`config.mk`:
```
export PLATFORM = sky130hd
export DESIGN_NAME = gf180mcu_osu_sc_9t_cplx21_pipe
export DESIGN_NICKNAME = d
export VERILOG_FILES = /design/src/rtl/gf180mcu_osu_sc_9t_cplx21_pipe_pkg.sv /design/src/rtl/gf180mcu_osu_sc_9t_cplx21_pipe_stage.sv /design/src/rtl/gf180mcu_osu_sc_9t_cplx21_pipe.sv
export SDC_FILE = /design/constraint.sdc
export NUM_CORES = 1
export LEC_CHECK = 0
export CAP_MARGIN = 20
export CORE_MARGIN = 2
export CORE_UTILIZATION = 40
export DETAILED_ROUTE_END_ITERATION = 8
export HOLD_SLACK_MARGIN = 0.03
export PLACE_DENSITY = 0.76
export SLEW_MARGIN = 20
export SYNTH_ARGS = -nofsm -noshare
export SYNTH_HDL_FRONTEND = slang
export SYNTH_SLANG_ARGS = --single-unit
```
`constraint.sdc`:
```
create_clock -name CLK -period 3.7 [get_ports CLK]
set_clock_uncertainty 0.1 [all_clocks]
set_input_delay 0.74 -clock CLK [delete_from_list [all_inputs] [get_ports CLK]]
set_output_delay 0.74 -clock CLK [all_outputs]
set_load 0.05 [all_outputs]
```
`src/rtl/gf180mcu_osu_sc_9t_cplx21_pipe_pkg.sv`:
```
// rtl/gf180mcu_osu_sc_9t_cplx21_pipe_pkg.sv - mode encoding and per-lane complex-gate function
package gf180mcu_osu_sc_9t_cplx21_pipe_pkg;

  typedef enum logic [1:0] {
    OAI21 = 2'd0,
    AOI21 = 2'd1,
    OA21  = 2'd2,
    AO21  = 2'd3
  } cplx21_mode_e;

  // Single-lane evaluation; OAI21 is bit-exact with the oai21 standard cell.
  function automatic logic cplx21_eval(input cplx21_mode_e mode, input logic a0,
                                       input logic a1, input logic b);
    logic r;
    case (mode)
      OAI21:   r = ~((a0 | a1) & b);
      AOI21:   r = ~((a0 & a1) | b);
      OA21:    r = (a0 | a1) & b;
      default: r = (a0 & a1) | b;
    endcase
    return r;
  endfunction

endpackage

```
`src/rtl/gf180mcu_osu_sc_9t_cplx21_pipe_stage.sv`:
```
// rtl/gf180mcu_osu_sc_9t_cplx21_pipe_stage.sv - one elastic valid/ready register slot
module gf180mcu_osu_sc_9t_cplx21_pipe_stage #(
  parameter int WIDTH = 8
) (
  input  logic             clk,
  input  logic             rst,
  input  logic             in_valid,
  output logic             in_ready,
  input  logic [WIDTH-1:0] in_data,
  output logic             out_valid,
  input  logic             out_ready,
  output logic [WIDTH-1:0] out_data
);

  logic             valid_q, valid_d;
  logic [WIDTH-1:0] data_q, data_d;

  // Slot may load when empty or when its content leaves this same cycle
  always_comb begin
    in_ready = ~valid_q | out_ready;
    valid_d  = valid_q;
    data_d   = data_q;
    if (in_ready) begin
      valid_d = in_valid;
      if (in_valid) begin
        data_d = in_data;
      end
    end
  end

  // Slot register; reset empties it and clears the payload
  always_ff @(posedge clk or posedge rst) begin
    if (rst) begin
      valid_q <= 1'b0;
      data_q  <= '0;
    end else begin
      valid_q <= valid_d;
      data_q  <= data_d;
    end
  end

  assign out_valid = valid_q;
  assign out_data  = data_q;

endmodule

```
`src/rtl/gf180mcu_osu_sc_9t_cplx21_pipe.sv`:
```
// rtl/gf180mcu_osu_sc_9t_cplx21_pipe.sv - pipelined vector OAI21/AOI21/OA21/AO21 gate
module gf180mcu_osu_sc_9t_cplx21_pipe #(
  parameter int WIDTH  = 8,
  parameter int STAGES = 2
) (
  input  logic                         CLK,
  input  logic                         R,
  input  logic                         IN_VALID,
  output logic                         IN_READY,
  input  logic [1:0]                   MODE,
  input  logic [WIDTH-1:0]             A0,
  input  logic [WIDTH-1:0]             A1,
  input  logic [WIDTH-1:0]             B,
  output logic                         OUT_VALID,
  input  logic                         OUT_READY,
  output logic [WIDTH-1:0]             Y,
  output logic [$clog2(STAGES+1)-1:0]  COUNT
);
  import gf180mcu_osu_sc_9t_cplx21_pipe_pkg::*;

  localparam int CW = $clog2(STAGES + 1);

  logic [WIDTH-1:0]             eval_y;
  logic [STAGES:1]              valid_s;
  logic [STAGES:1][WIDTH-1:0]   data_s;
  logic                         in_hs, out_hs;
  logic [CW-1:0]                count_q, count_d;

  // Function is resolved at the input so only the result is stored per slot
  always_comb begin
    eval_y = '0;
    for (int i = 0; i < WIDTH; i++) begin
      eval_y[i] = cplx21_eval(cplx21_mode_e'(MODE), A0[i], A1[i], B[i]);
    end
  end

  genvar k;
  for (k = 1; k <= STAGES; k++) begin : g_stage
    logic             rdy;
    logic             up_valid;
    logic [WIDTH-1:0] up_data;
    logic             down_ready;

    if (k == 1) begin : g_first
      assign up_valid = IN_VALID;
      assign up_data  = eval_y;
    end else begin : g_mid
      assign up_valid = valid_s[k-1];
      assign up_data  = data_s[k-1];
    end

    if (k == STAGES) begin : g_last
      assign down_ready = OUT_READY;
    end else begin : g_next
      assign down_ready = g_stage[k+1].rdy;
    end

    gf180mcu_osu_sc_9t_cplx21_pipe_stage #(.WIDTH(WIDTH)) u_stage (
      .clk       (CLK),
      .rst       (R),
      .in_valid  (up_valid),
      .in_ready  (rdy),
      .in_data   (up_data),
      .out_valid (valid_s[k]),
      .out_ready (down_ready),
      .out_data  (data_s[k])
    );
  end

  assign IN_READY  = g_stage[1].rdy;
  assign OUT_VALID = valid_s[STAGES];
  assign Y         = data_s[STAGES];
  assign in_hs     = IN_VALID & IN_READY;
  assign out_hs    = OUT_VALID & OUT_READY;

  // Occupancy tracks accepts minus deliveries; a simultaneous pair cancels
  always_comb begin
    count_d = count_q;
    if (in_hs && !out_hs) begin
      count_d = count_q + CW'(1);
    end else if (!in_hs && out_hs) begin
      count_d = count_q - CW'(1);
    end
  end

  // Occupancy register
  always_ff @(posedge CLK or posedge R) begin
    if (R) begin
      count_q <= '0;
    end else begin
      count_q <= count_d;
    end
  end

  assign COUNT = count_q;

endmodule

```
==> out/metrics.cfg, run 1 <==
[run_status]
outcome = finished clean

[logic_synthesis]
syn_nets = 124
synth_top_family_by_area = compound AO/OA/AOI/OAI gates
synth_edf_count = 0
synth_area_leaders = dfrtp_1 50%, xor2_1 8.8%, a21oi_1 8.0%
post_synth_num_cell_types = 20
ys_ff_latch = 20
synth-adder-area-share_pct = 1.25
syn-mean-instance-area_um2 = 10.7
synth_top_area_cell = dfrtp_1
netlist_area_um2 = 997
yosys.area_share.simple_pct = 10.3
synth_top_area_share_pct = 50.2
ys.flop_type = dfrtp_1
synth.cells.most_frequent = 20 x dfrtp_1, 16 x a21oi_1, 10 x xor2_1
synth.most_common_cell = dfrtp_1
netlist_instances = 93
synth_compound_area_share_pct = 16.4
synth_mux_area_share_pct = 9.03
synth_async_sr_flop_share_pct = 100
synth_warnings = 0
ys_seq_area_share_pct = 50.2
synthXorXnorAreaFrac_pct = 9.66

[grt]
overflow = 0
grt_start_max_net_pins = 21
antenna_found_initial = 0
grt_usage_pct = 14.8
grt_pass1_wl_um = 3060
first_global_vias = 765

[timing]
slew-limit-headroom_pct = 51.1
hold_viol = 0
drv_slew = 0
setup_viol = 0
max_freq_ghz = 0.327
worst_slew_pin_slew_ps = 732
rsz0062_at_grt = no
period_needed_ps = 3060
fin_hold_ws_ps = 385
fin_setup_tns_ps = 0
fin_crit_sh_pct = 82.7

[clock_tree]
root_buffer = clkbuf_4
cts_hold_buf = 0
cts_tree = built
cts_buffer_depth = 2
cts.sinks = 20
cts_resized = 0
h-tree-depth = 1
clk_latency_ps = 290
cts_setup_buffers = 0
clkSlewWorstSetupHoldPaths_ps = 100
numCtsBuffers = 3

[detailed_routing]
wl_per_cell_um = 11.1
ant_nets = 0
first_iter_violations = 1
drc_errors = 0
wirelength_um = 1840
first_pass_iters = 4
via_count = 795
vias_per_cell = 4.82

[placed_design]
gp_congestion = 0.669
io_buffer_count = 41
hpwlAfterDp_um = 1550

[setup_path]
critPathKind = in2out
reg2reg_depth = 7
cp-end-kind = output pin
required_ps = 2860
cp.arrival_ps = 2220
critPathMaxFanout = 3
cp-start-kind = primary input

[floorplanning]
initial_core_util_pct = 41.4
rows = 18
fp.dieW_um = 53.9
die_area_um2 = 2910
fp.dieH_um = 53.9
core_area_um2 = 2410
ioPinCount = 42

[finish]
diodes = 0
syn_to_final_growth_pct = 45.2
drive_gt1_share_pct = 8.89
layout.nets = 168

[power]
power_density_nw_per_um2 = 521
peakVddDrop_uv = 422
power.leakage_uw = 0.000627

[worst_hold_path]
holdCritPathClass = reg2reg
holdPathStages = 1

[flow_run]
drv_cap = 0

final timing paths:
path,slack (ps),endpoint,start
max reg2reg,2080,COUNT[1],g_stage[1].u_stage.out_valid
max,640,IN_READY,OUT_READY
max in group asynchronous,2280,g_stage[2].u_stage.out_data[3],R
min in group asynchronous,760,g_stage[2].u_stage.out_data[1],R
min,380,COUNT[1],COUNT[1]
min reg2reg,380,COUNT[1],COUNT[1]
layer usage:
metal  GRT usage [%]  routed length [um]  vias to the layer above
met5               0                   0                        -
li1                -                   -                      408
met2            26.8                 852                       41
met4            7.69                  38                        0
met3            2.78                 187                        4
met1            16.2                 757                      342
cell usage in the layout (no fill, tap or decap):
cell type	instances
a21oi_1	16
o21ai_2	1
mux2_1	4
nand2b_2	1
ha_1	1
nand2_4	2
or2b_1	1
dfrtp_1	20
inv_1	3
xnor2_1	1
clkbuf_4	3
nand2_1	9
o21ai_0	8
nand2b_1	1
xor2_1	10
o21ai_1	7
nand3b_4	1
nor2_1	1
mux2_2	4
clkdlybuf4s50_1	41
worst max-delay path, stage by stage:
cell	delay, ps
clkdlybuf4s50_1	510
nand3b_4	170
clkdlybuf4s50_1	800
logic make-up (layout without fill, tap and decap cells):
logic type	count (synthesis)	after routing
AOI/OAI and AO/OA	32	32
xor gates and xnor gates	11	11
adders and majority gates	1	1
buffers and inverters	5	47
DFF	20	20
muxes	8	8
and+or+nand+nor	16	16
registers in the layout (all words and copies together), names as in the netlist:
name                       cells
g_stage.u_stage.out_valid      2
g_stage.u_stage.out_data      16
COUNT                          2
power breakdown:
part	internal (uW)	switching, uW	leakage [uW]	total (uW)
registers	273	33.6	0.000241	307
logic	140	208	0.000373	349
clock network	38.0	60.3	0.0000138	98.3
total	452	302	0.000627	754
stage by stage:
stage | util [%] | std cells | area, um^2 | setup slack (ps) | power (uW)
final | 60.1 | 165 | 1450 | 640 | 754
after global routing | 60.1 | 165 | 1450 | 600 | 801
after CTS | 60.1 | 165 | 1450 | 638 | 763
after detailed placement | 59.1 | 162 | 1430 | 645 | 665
after global placement | 59.1 | 162 | 1430 | 678 | 653
after floorplan | - | 93 | 997 | 1580 | 533
area by class of cell:
type | count | area (um^2)
well taps | 30 | 37.5
multi-input cells | 68 | 465
fillers | 213 | 962
clock buffers | 3 | 22.5
flip-flops and latches | 20 | 500
inverters | 3 | 11.3
repair buffers | 41 | 410
Note: power is estimated with default switching activity, not from simulation.
==> inputs of run 2 (changes only) <==
Settings changed: CORE_UTILIZATION 40 to 37, PLACE_DENSITY 0.76 to 0.74.
Clock period 3.7 ns to 2.73 ns, I/O delays scaled along.
==> out/metrics.cfg, run 2 (same netlist as run 1, synthesis figures left out) <==
[floorplanning]
fp.dieH_um = 55.9
fp.dieW_um = 55.9
ioPinCount = 42
rows = 18
initial_core_util_pct = 39.5
die_area_um2 = 3130
core_area_um2 = 2520

[timing]
worst_slew_pin_slew_ps = 712
setup_viol = 0
slew-limit-headroom_pct = 52.5
fin_crit_sh_pct = 82.1
period_needed_ps = 2240
max_freq_ghz = 0.446
drv_slew = 0
rsz0062_at_grt = no
fin_setup_tns_ps = 0
hold_viol = 0
setup_ws_ps = 490

[clock_tree]
cts_buffer_depth = 2
cts_resized = 0
clkSlewWorstSetupHoldPaths_ps = 100
cts.sinks = 20
cts_setup_buffers = 0
h-tree-depth = 1
cts_hold_buf = 0
numCtsBuffers = 3
root_buffer = clkbuf_4
cts_tree = built
clk_latency_ps = 290

[setup_path]
crit_slowest_cell = clkdlybuf4s50_1
critPathKind = reg2out
critPathTopFamily = buffers and inverters
critPathMaxStageDelay_ps = 840
reg2reg_depth = 6
r2r-start = g_stage[2].u_stage.out_valid
cp-end-kind = output pin
crit_chain = clkdlybuf4s50_1
cp-start-kind = flip-flop
critPathMaxFanout = 4
rrSetupSlack_ps = 1110
cp.arrival_ps = 1590
required_ps = 2080
crit_buf_inv = 1
rr_endpoint = COUNT[1]

[grt]
antenna_found_initial = 0
grt_pass1_wl_um = 2950
grt_usage_pct = 11.7
first_global_vias = 756
overflow = 0
grt_start_max_net_pins = 21

[detailed_routing]
wirelength_um = 1780
wl_per_cell_um = 10.8
first_pass_iters = 4
via_count = 805
drc_errors = 0
first_iter_violations = 22
vias_per_cell = 4.88
ant_nets = 0

[finish]
diodes = 0
largest_reg_flops = 16
fin_cells = 165
final_common_cell = clkdlybuf4s50_1
drive_gt1_share_pct = 9.63
layout.nets = 168
layout_common_cells = 40 x clkdlybuf4s50_1, 20 x dfrtp_1, 16 x a21oi_1
syn_to_final_growth_pct = 46.2

[run_status]
outcome = finished clean

[power]
power_density_nw_per_um2 = 699
power.leakage_uw = 0.000633
peakVddDrop_uv = 513

[worst_hold_path]
hold_start = COUNT[1]
holdCritPathClass = reg2reg
holdPathEnd = COUNT[1]
holdPathStages = 1

[placed_design]
gp_congestion = 0.701
hpwlAfterDp_um = 1510
io_buffer_count = 41
place_ws_ps = 488
dp_cells = 162

[flow_run]
drv_cap = 0

==> run 2: power by group <==
group / switching (uW) / total (uW) / internal, uW
sequential: 45.2 / 415 / 370
combinational: 280 / 473 / 193
clock: 79.4 / 131 / 51.4
==> run 2: cell type report <==
class / instances / area (um^2)
fillers: 228 / 1060
repair buffers: 41 / 420
clock buffers: 3 / 22.5
flip-flops and latches: 20 / 500
well taps: 30 / 37.5
multi-input cells: 68 / 465
inverters: 3 / 11.3
==> run 2: worst register-to-register path, stage by stage, from the launching register on <==
cell      delay (ps)
dfrtp_1          460
nand3b_4         140
nand2_4          190
inv_1             70
ha_1             320
nor2_1           130
xor2_1           150
==> run 2: how the worst max path moves through the flow <==
stage               cells after the start   endpoint                         start  slack [ps]
CTS                                     1  OUT_VALID  g_stage[2].u_stage.out_valid         480
floorplan                               8   COUNT[1]  g_stage[2].u_stage.out_valid         620
global route                            1  OUT_VALID  g_stage[2].u_stage.out_valid         440
global placement                        7   COUNT[1]                     OUT_READY         550
detailed placement                      7   COUNT[1]                     OUT_READY         490
finish                                  1  OUT_VALID  g_stage[2].u_stage.out_valid         490
==> run 2: per-stage QoR <==
step	power (uW)	instance area [um^2]	util [%]	hold slack, ps
after CTS	1030	1460	57.8	376
after global routing	1080	1460	57.8	404
after detailed placement	901	1440	56.9	359
after global placement	889	1440	56.9	356
final	1020	1460	57.8	368
after floorplan	723	997	-	347
==> run 2: per-layer routing <==
| layer | up-vias | part of all wire, % | global-route usage (%) |
|---|---|---|---|
| met5 | - | 0 | 0 |
| met4 | 0 | 1.7 | 5.10 |
| met3 | 4 | 10 | 3.02 |
| met2 | 41 | 45 | 20.1 |
| met1 | 353 | 43 | 13.7 |
| li1 | 407 | - | - |
==> inputs of run 3 (changes only) <==
Settings changed: CORE_UTILIZATION 37 to 40, PLACE_DENSITY 0.74 to 0.76.
Clock period 2.73 ns to 2.1 ns, I/O delays scaled along.
==> out/metrics.cfg, run 3 (same netlist as run 1, synthesis figures left out) <==
[placed_design]
gp_congestion = 0.650
hpwlAfterDp_um = 1540
io_buffer_count = 41
place_ws_ps = 102
dp_cells = 164

[timing]
hold_viol = 0
worst_slew_pin_slew_ps = 508
period_needed_ps = 2010
setup_viol = 0
rsz0062_at_grt = no
setup_ws_ps = 87.9
fin_crit_sh_pct = 95.8
max_freq_ghz = 0.497
drv_slew = 0
slew-limit-headroom_pct = 66.0
fin_setup_tns_ps = 0

[finish]
multi_input_comb_area_um2 = 465
syn_to_final_growth_pct = 49.7
largest_reg_flops = 16
fin_cells = 168
layout_common_cells = 38 x clkdlybuf4s50_1, 19 x dfrtp_1, 16 x a21oi_1
ff_latch_area_um2 = 502
fill_cells = 218
layout.nets = 170
drive_gt1_share_pct = 12.3
final_common_cell = clkdlybuf4s50_1
diodes = 0

[power]
peakVddDrop_uv = 620
power.leakage_uw = 0.000663
power_density_nw_per_um2 = 924

[setup_path]
rrSetupSlack_ps = 610
critPathMaxFanout = 2
critPathKind = reg2out
cp.arrival_ps = 1490
crit_slowest_cell = clkdlybuf4s50_1
rr_endpoint = COUNT[1]
crit_chain = clkdlybuf4s50_1
cp-start-kind = flip-flop
cp-end-kind = output pin
crit_buf_inv = 1
critPathMaxStageDelay_ps = 810
required_ps = 1580
r2r-start = g_stage[1].u_stage.out_valid
reg2reg_depth = 7
critPathTopFamily = buffers and inverters

[detailed_routing]
wirelength_um = 1830
first_pass_iters = 4
first_iter_violations = 3
wl_per_cell_um = 10.9
ant_nets = 0
highest_layer = met4
drc_errors = 0
vias_per_cell = 4.73
met2WireLength_um = 871
met1_length_um = 755
wl_met3_um = 183
via_count = 794

[clock_tree]
cts_buffer_depth = 2
root_buffer = clkbuf_4
clk_latency_ps = 300
clkSlewWorstSetupHoldPaths_ps = 110
cts_setup_buffers = 0
cts.sinks = 20
numCtsBuffers = 3
h-tree-depth = 1
cts_tree = built

[grt]
grt_usage_pct = 14.7
overflow = 0
grt_start_max_net_pins = 21
first_global_vias = 792
antenna_found_initial = 0
grt_pass1_wl_um = 3020

[floorplanning]
ioPinCount = 42
fp.dieH_um = 53.9
rows = 18
fp.dieW_um = 53.9
initial_core_util_pct = 41.4
die_area_um2 = 2910
core_area_um2 = 2410

[flow_run]
drv_cap = 0

[run_status]
outcome = finished clean

[worst_hold_path]
holdCritPathClass = in2async

-- run 3: cell types whose count changed in the layout (fill, tap and decap cells not counted), sizes merged --
cell           change
dlymetal6s2s       +2
buf                +2
clkbuf             +1
clkdlybuf4s50      -2
-- run 3: worst max path at each step --
stage / end / slack, ps / depth (start not counted) / startpoint
2_1_floorplan: COUNT[1] / 200 / 8 / g_stage[2].u_stage.out_valid
3_3_place_gp: COUNT[1] / 170 / 7 / OUT_READY
3_5_place_dp: COUNT[1] / 100 / 8 / OUT_READY
4_1_cts: OUT_VALID / 30 / 1 / g_stage[2].u_stage.out_valid
5_1_grt: Y[2] / 40 / 1 / g_stage[2].u_stage.out_data[2]
6_report: Y[3] / 90 / 1 / g_stage[2].u_stage.out_data[3]
-- run 3: area by class of cell --
class | count | share of cell area (%)
flip-flops and latches | 20 | 33.6
well taps | 30 | 2.51
clock buffers | 4 | 2.43
multi-input cells | 68 | 31.2
inverters | 3 | 0.754
repair buffers | 43 | 29.5
-- run 3: repair_timing --
action	in CTS	in global routing
gates resized for setup	0	2
hold buffers	0	0
endpoints found under the setup margin	0	2
-- run 3: per-stage QoR --
stage	hold WS (ps)	total power, uW	instance area (um^2)	util, %
5_1_grt	349	1470	1490	61.9
3_5_place_dp	369	1180	1450	60.2
2_1_floorplan	284	940	998	-
3_3_place_gp	356	1160	1450	60.2
6_report	329	1380	1490	61.9
4_1_cts	335	1400	1490	61.7
-- run 3: power breakdown --
part / total (uW) / switching (uW) / leakage (uW) / internal [uW]
Sequential: 540 / 58.4 / 0.000240 / 481
Combinational: 621 / 368 / 0.000401 / 253
Clock: 217 / 112 / 0.0000210 / 106
Total: 1380 / 538 / 0.000663 / 840
-- run 3: routing by layer --
| layer | vias up | GRT usage (%) |
|---|---|---|
| met1 | 340 | 14.8 |
| met2 | 41 | 27.6 |
| li1 | 409 | - |
| met3 | 4 | 3.33 |
| met5 | - | 0 |
| met4 | 0 | 7.69 |
